<file path="src/rtl/chip_tester_pkg.sv">
// Shared types and helpers for the parametrised 2-input gate chip tester.
// CHIP_TESTER_SYNC_EN selects the synchronizer latency absorbed per vector.
package chip_tester_pkg;

  typedef enum logic [2:0] {
    ST_HALTED = 3'd0,
    ST_SET    = 3'd1,
    ST_DRIVE  = 3'd2,
    ST_SAMPLE = 3'd3,
    ST_DONE   = 3'd4
  } state_e;

  typedef enum logic [2:0] {
    G_NAND = 3'd0,
    G_NOR  = 3'd1,
    G_AND  = 3'd2,
    G_OR   = 3'd3,
    G_XOR  = 3'd4,
    G_XNOR = 3'd5,
    G_INV6 = 3'd6,
    G_INV7 = 3'd7
  } gate_e;

`ifdef CHIP_TESTER_SYNC_EN
  localparam int SYNC_LAT = 2;
`else
  localparam int SYNC_LAT = 0;
`endif

  function automatic logic gate_eval(gate_e g, logic a, logic b);
    case (g)
      G_NAND:  return ~(a & b);
      G_NOR:   return ~(a | b);
      G_AND:   return a & b;
      G_OR:    return a | b;
      G_XOR:   return a ^ b;
      G_XNOR:  return ~(a ^ b);
      default: return 1'b0;
    endcase
  endfunction

  function automatic logic gate_valid(logic [2:0] sel);
    return sel <= 3'd5;
  endfunction

endpackage

</file>
<file path="src/rtl/chip_gate_tester_if.sv">
// Control, status and chip-pin bundle between the tester and its environment.
// master = the tester itself, slave = pin wrapper / display side.
interface chip_gate_tester_if #(
  parameter int NUM_GATES = 4
);
  logic                 Run;
  logic [2:0]           Gate_Sel;
  logic                 DISP_RSLT;
  logic [NUM_GATES-1:0] Chip_Y;
  logic [NUM_GATES-1:0] Chip_A;
  logic [NUM_GATES-1:0] Chip_B;
  logic                 Done;
  logic                 RSLT;
  logic                 Err;
  logic [NUM_GATES-1:0] Fail_Mask;
  logic [1:0]           Vector_o;
  logic [2:0]           State_o;

  modport master (
    input  Run, Gate_Sel, DISP_RSLT, Chip_Y,
    output Chip_A, Chip_B, Done, RSLT, Err, Fail_Mask, Vector_o, State_o
  );

  modport slave (
    output Run, Gate_Sel, DISP_RSLT, Chip_Y,
    input  Chip_A, Chip_B, Done, RSLT, Err, Fail_Mask, Vector_o, State_o
  );
endinterface

</file>
<file path="src/rtl/chip_input_sync.sv">
// Two-flop synchronizer for the chip output pins; only built when
// CHIP_TESTER_SYNC_EN is defined.
`ifdef CHIP_TESTER_SYNC_EN
module chip_input_sync #(
  parameter int WIDTH = 4
) (
  input  logic             Clk,
  input  logic             Reset,
  input  logic [WIDTH-1:0] d_i,
  output logic [WIDTH-1:0] q_o
);
  logic [WIDTH-1:0] meta_q;
  logic [WIDTH-1:0] sync_q;

  always_ff @(posedge Clk) begin
    if (Reset) begin
      meta_q <= '0;
      sync_q <= '0;
    end else begin
      meta_q <= d_i;
      sync_q <= meta_q;
    end
  end

  assign q_o = sync_q;
endmodule
`endif

</file>
<file path="src/rtl/chip_gate_tester.sv">
// Exhaustive tester for chips of NUM_GATES identical 2-input gates.
// CHIP_TESTER_SYNC_EN inserts a 2-flop synchronizer on Chip_Y and stretches each vector.
module chip_gate_tester
  import chip_tester_pkg::*;
#(
  parameter int NUM_GATES     = 4,
  parameter int SETTLE_CYCLES = 2
) (
  input logic                Clk,
  input logic                Reset,
  chip_gate_tester_if.master bus
);
  localparam int               CNT_W    = $clog2(SETTLE_CYCLES + 3);
  localparam logic [CNT_W-1:0] CNT_LOAD = CNT_W'(SETTLE_CYCLES + SYNC_LAT);

  state_e               state_q, state_d;
  gate_e                sel_q, sel_d;
  logic [1:0]           vec_q, vec_d;
  logic [CNT_W-1:0]     cnt_q, cnt_d;
  logic                 rslt_q, rslt_d;
  logic                 err_q, err_d;
  logic [NUM_GATES-1:0] mask_q, mask_d;
  logic [NUM_GATES-1:0] y_cmp;
  logic [NUM_GATES-1:0] y_exp;
  logic                 driving;

`ifdef CHIP_TESTER_SYNC_EN
  chip_input_sync #(.WIDTH(NUM_GATES)) u_sync (
    .Clk   (Clk),
    .Reset (Reset),
    .d_i   (bus.Chip_Y),
    .q_o   (y_cmp)
  );
`else
  assign y_cmp = bus.Chip_Y;
`endif

  // NOTE: clocked state uses non-blocking assignments so every register sees pre-edge values.
  always_ff @(posedge Clk) begin
    if (Reset) state_q <= ST_HALTED;
    else       state_q <= state_d;
  end

  always_ff @(posedge Clk) begin
    if (Reset) begin
      sel_q  <= G_NAND;
      vec_q  <= '0;
      cnt_q  <= '0;
      rslt_q <= 1'b0;
      err_q  <= 1'b0;
      mask_q <= '0;
    end else begin
      sel_q  <= sel_d;
      vec_q  <= vec_d;
      cnt_q  <= cnt_d;
      rslt_q <= rslt_d;
      err_q  <= err_d;
      mask_q <= mask_d;
    end
  end

  always_comb begin
    // NOTE: every next-state value is defaulted first so no branch can infer a latch.
    state_d = state_q;
    sel_d   = sel_q;
    vec_d   = vec_q;
    cnt_d   = cnt_q;
    rslt_d  = rslt_q;
    err_d   = err_q;
    mask_d  = mask_q;
    y_exp   = {NUM_GATES{gate_eval(sel_q, vec_q[1], vec_q[0])}};

    case (state_q)
      ST_HALTED: begin
        if (bus.Run) begin
          sel_d = gate_e'(bus.Gate_Sel);
          if (gate_valid(bus.Gate_Sel)) begin
            state_d = ST_SET;
          end else begin
            state_d = ST_DONE;
            rslt_d  = 1'b0;
            err_d   = 1'b1;
            mask_d  = '0;
          end
        end
      end
      ST_SET: begin
        vec_d   = '0;
        rslt_d  = 1'b1;
        mask_d  = '0;
        err_d   = 1'b0;
        cnt_d   = CNT_LOAD;
        state_d = ST_DRIVE;
      end
      ST_DRIVE: begin
        if (cnt_q == CNT_W'(1)) state_d = ST_SAMPLE;
        else                    cnt_d   = cnt_q - 1'b1;
      end
      ST_SAMPLE: begin
        // Any disagreeing gate is flagged; flags only accumulate within a test.
        mask_d = mask_q | (y_cmp ^ y_exp);
        if (y_cmp != y_exp) rslt_d = 1'b0;
        if (vec_q == 2'd3) begin
          state_d = ST_DONE;
        end else begin
          vec_d   = vec_q + 2'd1;
          cnt_d   = CNT_LOAD;
          state_d = ST_DRIVE;
        end
      end
      ST_DONE: begin
        if (bus.DISP_RSLT) state_d = ST_HALTED;
      end
      default: state_d = ST_HALTED;
    endcase
  end

  assign driving       = (state_q == ST_DRIVE) || (state_q == ST_SAMPLE);
  assign bus.Chip_A    = driving ? {NUM_GATES{vec_q[1]}} : '0;
  assign bus.Chip_B    = driving ? {NUM_GATES{vec_q[0]}} : '0;
  assign bus.Done      = (state_q == ST_DONE);
  assign bus.RSLT      = rslt_q;
  assign bus.Err       = err_q;
  assign bus.Fail_Mask = mask_q;
  assign bus.Vector_o  = vec_q;
  assign bus.State_o   = state_q;

endmodule

</file>
<file path="src/flat_wrapper.sv">
// flat-port wrapper written by rule: the top's interface ports become plain ports
module chip_gate_tester_flat import chip_tester_pkg::*;
#(
  parameter int NUM_GATES     = 4,
  parameter int SETTLE_CYCLES = 2
)
  (Clk, Reset, bus_Run, bus_Gate_Sel, bus_DISP_RSLT, bus_Chip_Y, bus_Chip_A, bus_Chip_B, bus_Done, bus_RSLT, bus_Err, bus_Fail_Mask, bus_Vector_o, bus_State_o);
  chip_gate_tester_if #(.NUM_GATES(NUM_GATES)) bus_i ();
  input logic Clk;
  input logic Reset;
  input wire logic [$bits(bus_i.Run)-1:0] bus_Run;
  input wire logic [$bits(bus_i.Gate_Sel)-1:0] bus_Gate_Sel;
  input wire logic [$bits(bus_i.DISP_RSLT)-1:0] bus_DISP_RSLT;
  input wire logic [$bits(bus_i.Chip_Y)-1:0] bus_Chip_Y;
  output wire logic [$bits(bus_i.Chip_A)-1:0] bus_Chip_A;
  output wire logic [$bits(bus_i.Chip_B)-1:0] bus_Chip_B;
  output wire logic [$bits(bus_i.Done)-1:0] bus_Done;
  output wire logic [$bits(bus_i.RSLT)-1:0] bus_RSLT;
  output wire logic [$bits(bus_i.Err)-1:0] bus_Err;
  output wire logic [$bits(bus_i.Fail_Mask)-1:0] bus_Fail_Mask;
  output wire logic [$bits(bus_i.Vector_o)-1:0] bus_Vector_o;
  output wire logic [$bits(bus_i.State_o)-1:0] bus_State_o;
  assign bus_i.Run = bus_Run;
  assign bus_i.Gate_Sel = bus_Gate_Sel;
  assign bus_i.DISP_RSLT = bus_DISP_RSLT;
  assign bus_i.Chip_Y = bus_Chip_Y;
  assign bus_Chip_A = bus_i.Chip_A;
  assign bus_Chip_B = bus_i.Chip_B;
  assign bus_Done = bus_i.Done;
  assign bus_RSLT = bus_i.RSLT;
  assign bus_Err = bus_i.Err;
  assign bus_Fail_Mask = bus_i.Fail_Mask;
  assign bus_Vector_o = bus_i.Vector_o;
  assign bus_State_o = bus_i.State_o;
  chip_gate_tester #(.NUM_GATES(NUM_GATES), .SETTLE_CYCLES(SETTLE_CYCLES)) u_core (.Clk(Clk), .Reset(Reset), .bus(bus_i));
endmodule
</file>
<file path="config.mk">
export PLATFORM = sky130hd
export DESIGN_NAME = chip_gate_tester_flat
export DESIGN_NICKNAME = d
export VERILOG_FILES = /design/src/rtl/chip_tester_pkg.sv /design/src/rtl/chip_gate_tester_if.sv /design/src/rtl/chip_input_sync.sv /design/src/rtl/chip_gate_tester.sv /design/src/flat_wrapper.sv
export SDC_FILE = /design/constraint.sdc
export NUM_CORES = 1
export LEC_CHECK = 0
export ABC_AREA = 1
export CORE_ASPECT_RATIO = 0.9
export CORE_MARGIN = 10
export CORE_UTILIZATION = 25
export CTS_CLUSTER_DIAMETER = 30
export DETAILED_ROUTE_END_ITERATION = 12
export PLACE_DENSITY = 0.55
export SLEW_MARGIN = 20
export SYNTH_ARGS = -nofsm -noshare
export SYNTH_HDL_FRONTEND = slang
export SYNTH_SLANG_ARGS = --single-unit
export TNS_END_PERCENT = 10
</file>
<file path="constraint.sdc">
create_clock -name Clk -period 1.4 [get_ports Clk]
set_input_delay 0.28 -clock Clk [delete_from_list [all_inputs] [get_ports Clk]]
set_output_delay 0.28 -clock Clk [all_outputs]
set_load 0.005 [all_outputs]
</file>
==> results.txt, run 1 <==
For this run, design rule violations remaining after detail routing come to 0. The logs give 40.8% for the fraction of the core area covered by cells at the end of the flow and 0 for the count of max-cap constraint violations. The switching part of the total was 42.0%. For the final database, setup skew stands at 0.00109 ns.

Clock-pin slew reported for the worst setup and hold paths after clock tree synthesis: 0.07 ns. For the number of antenna violations at the first check in global routing, the log shows 0. In the final routed layout, each cell accounts on average for 11.6 um.

The worst setup path is launched from a flop. Data on the critical path arrives at its endpoint at 1.74 ns. The post-detailed-placement cell area is 1560 um2, and the peak ir drop on the vdd network is 0.746 mV. The die area came out at 7170 um2. The endpoint identified for the worst register-to-register timing path is u_core.bus.RSLT. The mean number of vias per cell works out to 4.27. The setup-violating endpoint count in the final report is 16, and the total of fill cells in the finished design is 418. Entering global routing, the biggest net connects 10 pins. After floorplanning, the core was divided into 22 placement rows.

The area of combinational cells with multiple inputs is 598 um2. A synthesized cell averages 7.16 um2. In this run the remaining antenna-violating nets after routing total 0. The start of the worst register-to-register path was u_core.bus.Vector_o[1].

Highest metal layer used by the detailed router: met4. In this run the count of I/O pins placed on the die edge is 31. Along the worst path, the maximum fanout reaches 3. The max-slew violation count is 0, and the power share of the combinational group is 61.3%. The total clock buffers created by CTS came out at 3. In this run the most critical hold path is launched from u_core.bus.Fail_Mask[3].

Across all register-to-register paths, the minimum setup slack is -0.20 ns. The logs give 291 um for the met3 layer wire length in the routed design and 0 for the hold-fix buffer count after cts. The number of nets at the end of the flow was 218; the final worst setup slack was -0.199 ns.

The path with the worst hold slack has its endpoint at u_core.bus.Fail_Mask[3]. The finished layout holds 250 standard cells, fillers aside. The number of synthesis warnings is 0, and the wire length the detailed router placed on met1 is 1320 um. Final hold violation count: 0. Before antenna repair, the detailed router went through 4 iterations.

The first global-routing pass estimated 4550 um of wire. The count of buffers added on input and output ports is 30. The share of total power dissipated in sequential elements is 26.5%. In this run the static leakage power is 0.784 nW. The number of levels the H-tree was split into was 1; the cell internal power dissipation was 0.00173 W. The run gives 1.55 ns as the required arrival time at the worst endpoint.

Counting every sink on the clock net gives 17. In this run the standard cell core region covers 4050 um2. Once placement completed, the tool counted placed cells totaling 242. The gate count after technology mapping came out at 146.

The initial cell density of the core came out at 25.9%. Power spread over the standard cell area amounts to 1810 nW/um2. Once layout is done, the placed cells without fillers occupy 1650 um2. The flow ran to the end, but the final reports show violations.

The share of the yosys chip area belonging to registers came out at 32.5%. The last weighted congestion value of the routability-driven placer was 0.807. The start-to-end type of the worst setup path was flop to flop. Measured against its own limit, the worst slew margin works out to 74.3%. The analysis attributes to net switching a power of 0.00126 W. The height of the die was 81.4 um; the starting DRC count in detailed routing was 35. In the final layout, flip-flops and latches occupy 352 um2.

Along the worst hold path, the cell count comes to 2. The final reports fail on negative setup slack. In this run the deepest clock path goes through 2 buffers. Derived from the worst setup path, the maximum achievable clock frequency is 625 MHz. The min-delay analysis places its worst path in the category flop to flop.

The run gives 2890 um as the post-detailed-routing wire length. Setup repair after global routing could not meet its margin everywhere. Summed over all nets, the half-perimeter wirelength after detailed placement is 2430 um.

The number of global-route vias before repair is 1023. The number of nets handed over by synthesis was 161. After detailed routing, the met2 layer carries 1260 um of wire. The cell area that synthesis handed to floorplanning was 1050 um2. The number of antenna diodes in the final layout is 0. The later pin in the worst-skew pair is clocked with a latency of 0.25 ns. Counting distinct cell types in the post-synthesis netlist gives 25. Of the cells placed in the final design, the portion with a size suffix greater than 1 is 39.6%. The worst path needs 1.60 ns of the cycle, external delays included. The total via count after detailed routing is 1067, and the floorplan die width is 88.2 um.

Compared with the post-synthesis result, the final layout area differs by 57.7%. The tools report the total global-route track usage as 7.96%. The logs give 12.3% for the proportion of power drawn by the clock network and 0 for the remaining global-route overflow. The sum of negative setup slack was -1.94 ns.

The number of cells on the worst reg-to-reg path is 14. Part of the cycle the worst path needs: 114%. The worst setup path is captured at a flop.

The slew at the pin with the worst max-slew slack was 0.383 ns. The tree is rooted in a sky130_fd_sc_hd__clkbuf_8. TritonCTS built the clock tree. The number of register bits inferred by synthesis is 17.
[flip-flops by register name, summed over array words and instances, names as in the netlist]
register	count
u_core.cnt_q	3
u_core.bus.Vector_o	2
u_core.bus.RSLT	1
u_core.bus.Err	1
u_core.sel_q	3
u_core.bus.Fail_Mask	4
u_core.bus.State_o	3
[how the worst max path moves through the flow]
| stage | from | endpoint | slack (ns) |
|---|---|---|---|
| finish | u_core.bus.Vector_o[1] | u_core.bus.RSLT | -0.20 |
| global route | u_core.bus.Vector_o[0] | u_core.bus.RSLT | -0.36 |
| CTS | u_core.bus.Vector_o[1] | u_core.bus.RSLT | -0.23 |
| detailed placement | u_core.bus.State_o[0] | bus_Chip_A[3] | -0.36 |
| global placement | u_core.bus.State_o[0] | bus_Chip_A[3] | -0.36 |
| floorplan | u_core.bus.Vector_o[0] | u_core.bus.RSLT | -0.11 |
[stage by stage]
stage / hold slack (ns) / total power (W) / setup WS (ns)
floorplan: 0.342 / 0.00182 / -0.112
global placement: 0.445 / 0.00258 / -0.360
detailed placement: 0.448 / 0.00259 / -0.358
CTS: 0.459 / 0.00301 / -0.228
global route: 0.469 / 0.00328 / -0.365
finish: 0.453 / 0.00299 / -0.199
[layout by cell type (no fill, tap or decap), types with 4 or more instances in the layout]
cell                               n
sky130_fd_sc_hd__buf_2             5
sky130_fd_sc_hd__o21ai_0           5
sky130_fd_sc_hd__nand2_1          31
sky130_fd_sc_hd__inv_1            19
sky130_fd_sc_hd__inv_2             6
sky130_fd_sc_hd__nor2_1            7
sky130_fd_sc_hd__nand3_1           6
sky130_fd_sc_hd__nand2_2           5
sky130_fd_sc_hd__dfxtp_1          12
sky130_fd_sc_hd__buf_4            29
sky130_fd_sc_hd__a21oi_1          10
sky130_fd_sc_hd__dlygate4sd2_1     4
sky130_fd_sc_hd__clkdlybuf4s50_1  14
sky130_fd_sc_hd__a21oi_2           6
[cells in the mapped netlist, drive strengths merged]
master  number  area, um2
a211oi       1       12.5
a21oi       16       95.1
a311oi       1       8.76
a31oi        1       6.26
buf          6       45.0
dfxtp       17        340
ha           4       50.1
inv         27        101
nand2       38        170
nand3        9       60.1
nand4        1       6.26
nor2        11       53.8
nor3         3       20.0
o211ai       3       32.5
o21ai        7       35.0
or2          1       8.76
[cell families after synthesis]
kind of cell / synth area share (%)
compound gates: 18.2
fa+ha+maj: 4.78
simple gates: 30.5
flops: 32.5
buf+inv: 14.0
[worst max-delay path: stages (launching register included)]
cell and delay, ns:
sky130_fd_sc_hd__dfxtp_4 0.37, sky130_fd_sc_hd__inv_4 0.04, sky130_fd_sc_hd__ha_4 0.24, sky130_fd_sc_hd__inv_1 0.05
sky130_fd_sc_hd__nand2_1 0.05, sky130_fd_sc_hd__nand3_2 0.07, sky130_fd_sc_hd__nand2_1 0.05, sky130_fd_sc_hd__nand2_1 0.07
sky130_fd_sc_hd__nand2_1 0.07, sky130_fd_sc_hd__nand2_1 0.06, sky130_fd_sc_hd__nand2_1 0.06, sky130_fd_sc_hd__nor2_1 0.10
sky130_fd_sc_hd__nand2_1 0.08, sky130_fd_sc_hd__a21oi_1 0.13, sky130_fd_sc_hd__nor2_1 0.06
[area by class of cell]
type / instances / area share [%]
Clock buffer: 4 / 2.73
Timing Repair Buffer: 58 / 29.6
Sequential cell: 17 / 21.3
Tap cell: 48 / 3.64
Multi-Input combinational cell: 96 / 36.3
Inverter: 27 / 6.45
[routing by layer]
layer / vias to the layer above / GRT usage, %
li1: 573 / -
met1: 460 / 9.34
met2: 32 / 12.6
met3: 2 / 4.00
met4: 0 / 2.19
met5: - / 0
[power by group through the flow]
stage | Sequential, W | Combinational [W] | Clock (W)
4_1_cts | 0.000794 | 0.00183 | 0.000383
3_5_place_dp | 0.000782 | 0.00181 | 0
5_1_grt | 0.000810 | 0.00206 | 0.000406
6_report | 0.000790 | 0.00183 | 0.000366
3_3_place_gp | 0.000771 | 0.00180 | 0
2_1_floorplan | 0.000794 | 0.00103 | 0
[timing repair]
action                                  4_1_cts  5_1_grt
pin swaps                                     4        4
buffers inserted                              3        1
endpoints found under the setup margin       24       27
resized for setup                            54        7
(Power assumes the default switching activity.)
==> run 2, diff against run 1 <==
- ABC_AREA: 1 -> not set
==> results.txt, run 2 <==
The tools report the static leakage as 0.850 nW. The number of placed instances, taps included, is 253. The remaining global-route overflow was 0; the count of placed standard cells in the final layout, fillers left out was 262. The run gives 1140 um2 as the mapped cell area. Hold is met by 0.466 ns. Tracing the worst setup path back leads to its startpoint at u_core.bus.Vector_o[1]. The critical path is of the flop to flop type. The setup-violating endpoint count in the final report was 12. Slew at the pin with the worst max-slew slack: 0.356 ns. The most used flip-flop cell after synthesis is sky130_fd_sc_hd__dfxtp_1. The register with the most flip-flops in the layout has 4 of them. Averaged over all synthesized cells, the footprint is 8.18 um2. Height of the die: 84.0 um.

Hold-fix buffer count after cts: 0. The biggest area contributor in the post-synthesis netlist is sky130_fd_sc_hd__dfxtp_1. The tools report the number of synthesis warnings as 0. For the number of global-route vias before repair, the log shows 1222. The final routed wire length divided by cell count is 13.4 um.

Synthesis produced a netlist with a net count of 154. Once the floorplan was initialized, standard cells occupied 25.7% of the core. The final hold violation count is 0. STA puts the critical path data arrival time at 1.64 ns.

Among all cell types in the netlist, the one instantiated most often is sky130_fd_sc_hd__dfxtp_1. For this block, the routed nets add up to 3510 um of wire. The first global-routing pass estimated 5720 um of wire. The library cells used most frequently in the layout, excluding fill and tap cells, are 35 x sky130_fd_sc_hd__buf_4, 14 x sky130_fd_sc_hd__nor2_1, 12 x sky130_fd_sc_hd__nand2_1. Summing over every cut layer, the via total after detailed routing is 1195. After detailed routing, the number of remaining DRC violations is 0. The final total power is 0.00167 W, and the number of buffers inserted by port buffering is 30.

Leaving out fill and tap cells, the most frequent cell in the layout is sky130_fd_sc_hd__buf_4. After synthesis, the largest family of logic cells by area is simple AND/OR/NAND/NOR gates. The count of nets left with antenna violations once routing finished came out at 0. STA classifies the critical path endpoint as a flop. The count of flip-flops with a built-in enable after synthesis came out at 0.

TritonCTS built the clock tree. The final critical delay including setup and external delays was 1.51 ns; the HPWL after detailed placement was 2820 um. The tools report the number of antenna violations at the first check in global routing as 0. The total I/O pin count was 31. The mean number of vias per cell is 4.56. STA classifies the critical path startpoint as a flop.

Of the post-synthesis cell area, the part taken by muxes is 2.64%. In the finished design, the share of the clock period the worst path needs comes to 108%. Of all nets on the critical path, the largest fanout is 5. Floorplan row count: 23.

For this design the ratio of total power to cell area is 918 nW/um2. The logs give 76.2% for the tightest slew margin relative to the limit and 3 for the total clock buffers created by CTS. The max-slew violation count is 0, and the gate count after technology mapping is 139. Summing the areas of all xor and xnor instances in the mapped netlist gives 2.31% of the synthesized area. The number of levels the H-tree was split into was 1; the largest buffer count on any clock path was 2. The fraction of registers with async set/reset came out at 0%.

The run finished, with violations left. The floorplan die width was 91.1 um. Counting instances in the post-synthesis netlist gives the leading cell types as 17 x sky130_fd_sc_hd__dfxtp_1, 15 x sky130_fd_sc_hd__nor2_1, 12 x sky130_fd_sc_hd__nand2_1.

The sum of negative setup slack came out at -0.617 ns. Yosys attributes the largest share of cell area to sky130_fd_sc_hd__dfxtp_1 30%, sky130_fd_sc_hd__o211ai_2 5.5%, sky130_fd_sc_hd__buf_4 5.3%. Between clock sinks in the finished design, the worst skew comes to 0.000848 ns. Clock-pin slew was measured on the worst setup and hold paths at 0.07 ns.

Summing the areas of all and, or, nand and nor instances in the mapped netlist gives 27.3% of the synthesized area. The achievable frequency is 664 MHz. The region available for standard cell placement spans 4430 um2.

The ratio of cells with drive above 1 in the final layout was 41.5%. Prior to clock tree synthesis, the placed netlist has a worst setup slack of -0.228 ns. The number of distinct library cell variants in the gate-level netlist after synthesis is 44. Die area: 7650 um2.

Summing the areas of all fa, ha and maj instances in the mapped netlist gives 4.40% of the synthesized area. Setup repair after global routing could not meet its margin everywhere. The run gives 0 as the count of max-cap constraint violations. The portion of synthesized cell area occupied by the leading cell type was 29.9%; the number of sinks handled by clock tree synthesis was 17.

The worst register-to-register path begins at u_core.bus.Vector_o[1]. For this run, the register share of the synthesized area comes to 29.9%. Maximum number of pins on one net before global-route repair: 12. Synthesis inferred 17 register bits. For this run, the post-layout net count is 216.

The path class of the tightest hold or removal check is flop to flop. The tools report the final worst setup slack as -0.106 ns. The later pin in the worst-skew pair is clocked with a latency of 0.26 ns. The checks that failed: negative setup slack.

The compound-gate portion of the synthesized area is 23.2%. VDD sags by at most 0.345 mV. At the end of routability-driven placement, the weighted congestion stood at 0.786. The tools report the buffer type at the clock tree root as sky130_fd_sc_hd__clkbuf_8. Data on the critical path is required at its endpoint by 1.53 ns. The startpoint identified for the worst hold timing path is u_core.bus.Fail_Mask[1]. The pre-antenna-repair detailed-routing pass consisted of 4 iterations. Global routing used 8.95% of the available tracks.

In this run, the number of DRC markers left after iteration 0 of detailed routing was 43. The repair_antennas step left the layout with diodes totalling 0. The signed area change from the synthesized netlist to the final layout works out to 59.5%.
run 2: per-stage QoR:
step	cell area, um2	util (%)
2_1_floorplan	1160	-
3_3_place_gp	1700	38.3
3_5_place_dp	1700	38.3
4_1_cts	1790	40.4
5_1_grt	1810	40.9
6_report	1810	40.9
run 2: repair_timing:
| action | CTS | global route |
|---|---|---|
| endpoints found under the setup margin | 28 | 25 |
| setup buffers | 5 | 0 |
| resized for setup | 62 | 9 |
| pin swaps | 3 | 0 |
run 2: kinds of logic (layout without fill, tap and decap cells):
family	after synthesis	after routing
and+or+nand+nor	57	57
AOI/OAI and AO/OA	36	36
buffers and inverters	19	80
DFF	17	17
adders and majority gates	4	4
xor gates and xnor gates	3	3
muxes	3	3
run 2: per-layer routing:
layer / vias to the layer above / wire length [um] / global-route usage (%)
met4: 0 / 40 / 3.41
met2: 11 / 1890 / 17.0
met1: 572 / 1480 / 9.01
met5: - / 0 / 0
li1: 606 / - / -
met3: 6 / 98 / 2.34
run 2: power by group:
group / leakage, nW / switching, W / internal (W)
registers: 0.142 / 0.0000521 / 0.000542
logic: 0.685 / 0.000315 / 0.000372
clock network: 0.0228 / 0.000181 / 0.000203
run 2: worst paths after layout:
path / cells past startpoint / end / slack, ns
max: 6 / u_core.bus.RSLT / -0.11
min: 2 / u_core.bus.Fail_Mask[1] / 0.47
max reg2reg: 6 / u_core.bus.RSLT / -0.11
min reg2reg: 2 / u_core.bus.Fail_Mask[1] / 0.47
run 2: cell type report:
cell class | instances | area, um2
tap | 62 | 77.6
multi-input combinational | 103 | 738
timing repair buffer | 68 | 568
clock buffer | 4 | 45.0
inverter | 8 | 30.0
sequential | 17 | 355
fill | 467 | 2620
run 2: critical path: stages, from the launching register on:
cell	delay, ns
sky130_fd_sc_hd__dfxtp_2	0.36
sky130_fd_sc_hd__inv_2	0.06
sky130_fd_sc_hd__ha_4	0.24
sky130_fd_sc_hd__xnor2_2	0.13
sky130_fd_sc_hd__nor3b_2	0.27
sky130_fd_sc_hd__or2_4	0.23
sky130_fd_sc_hd__o211ai_2	0.09
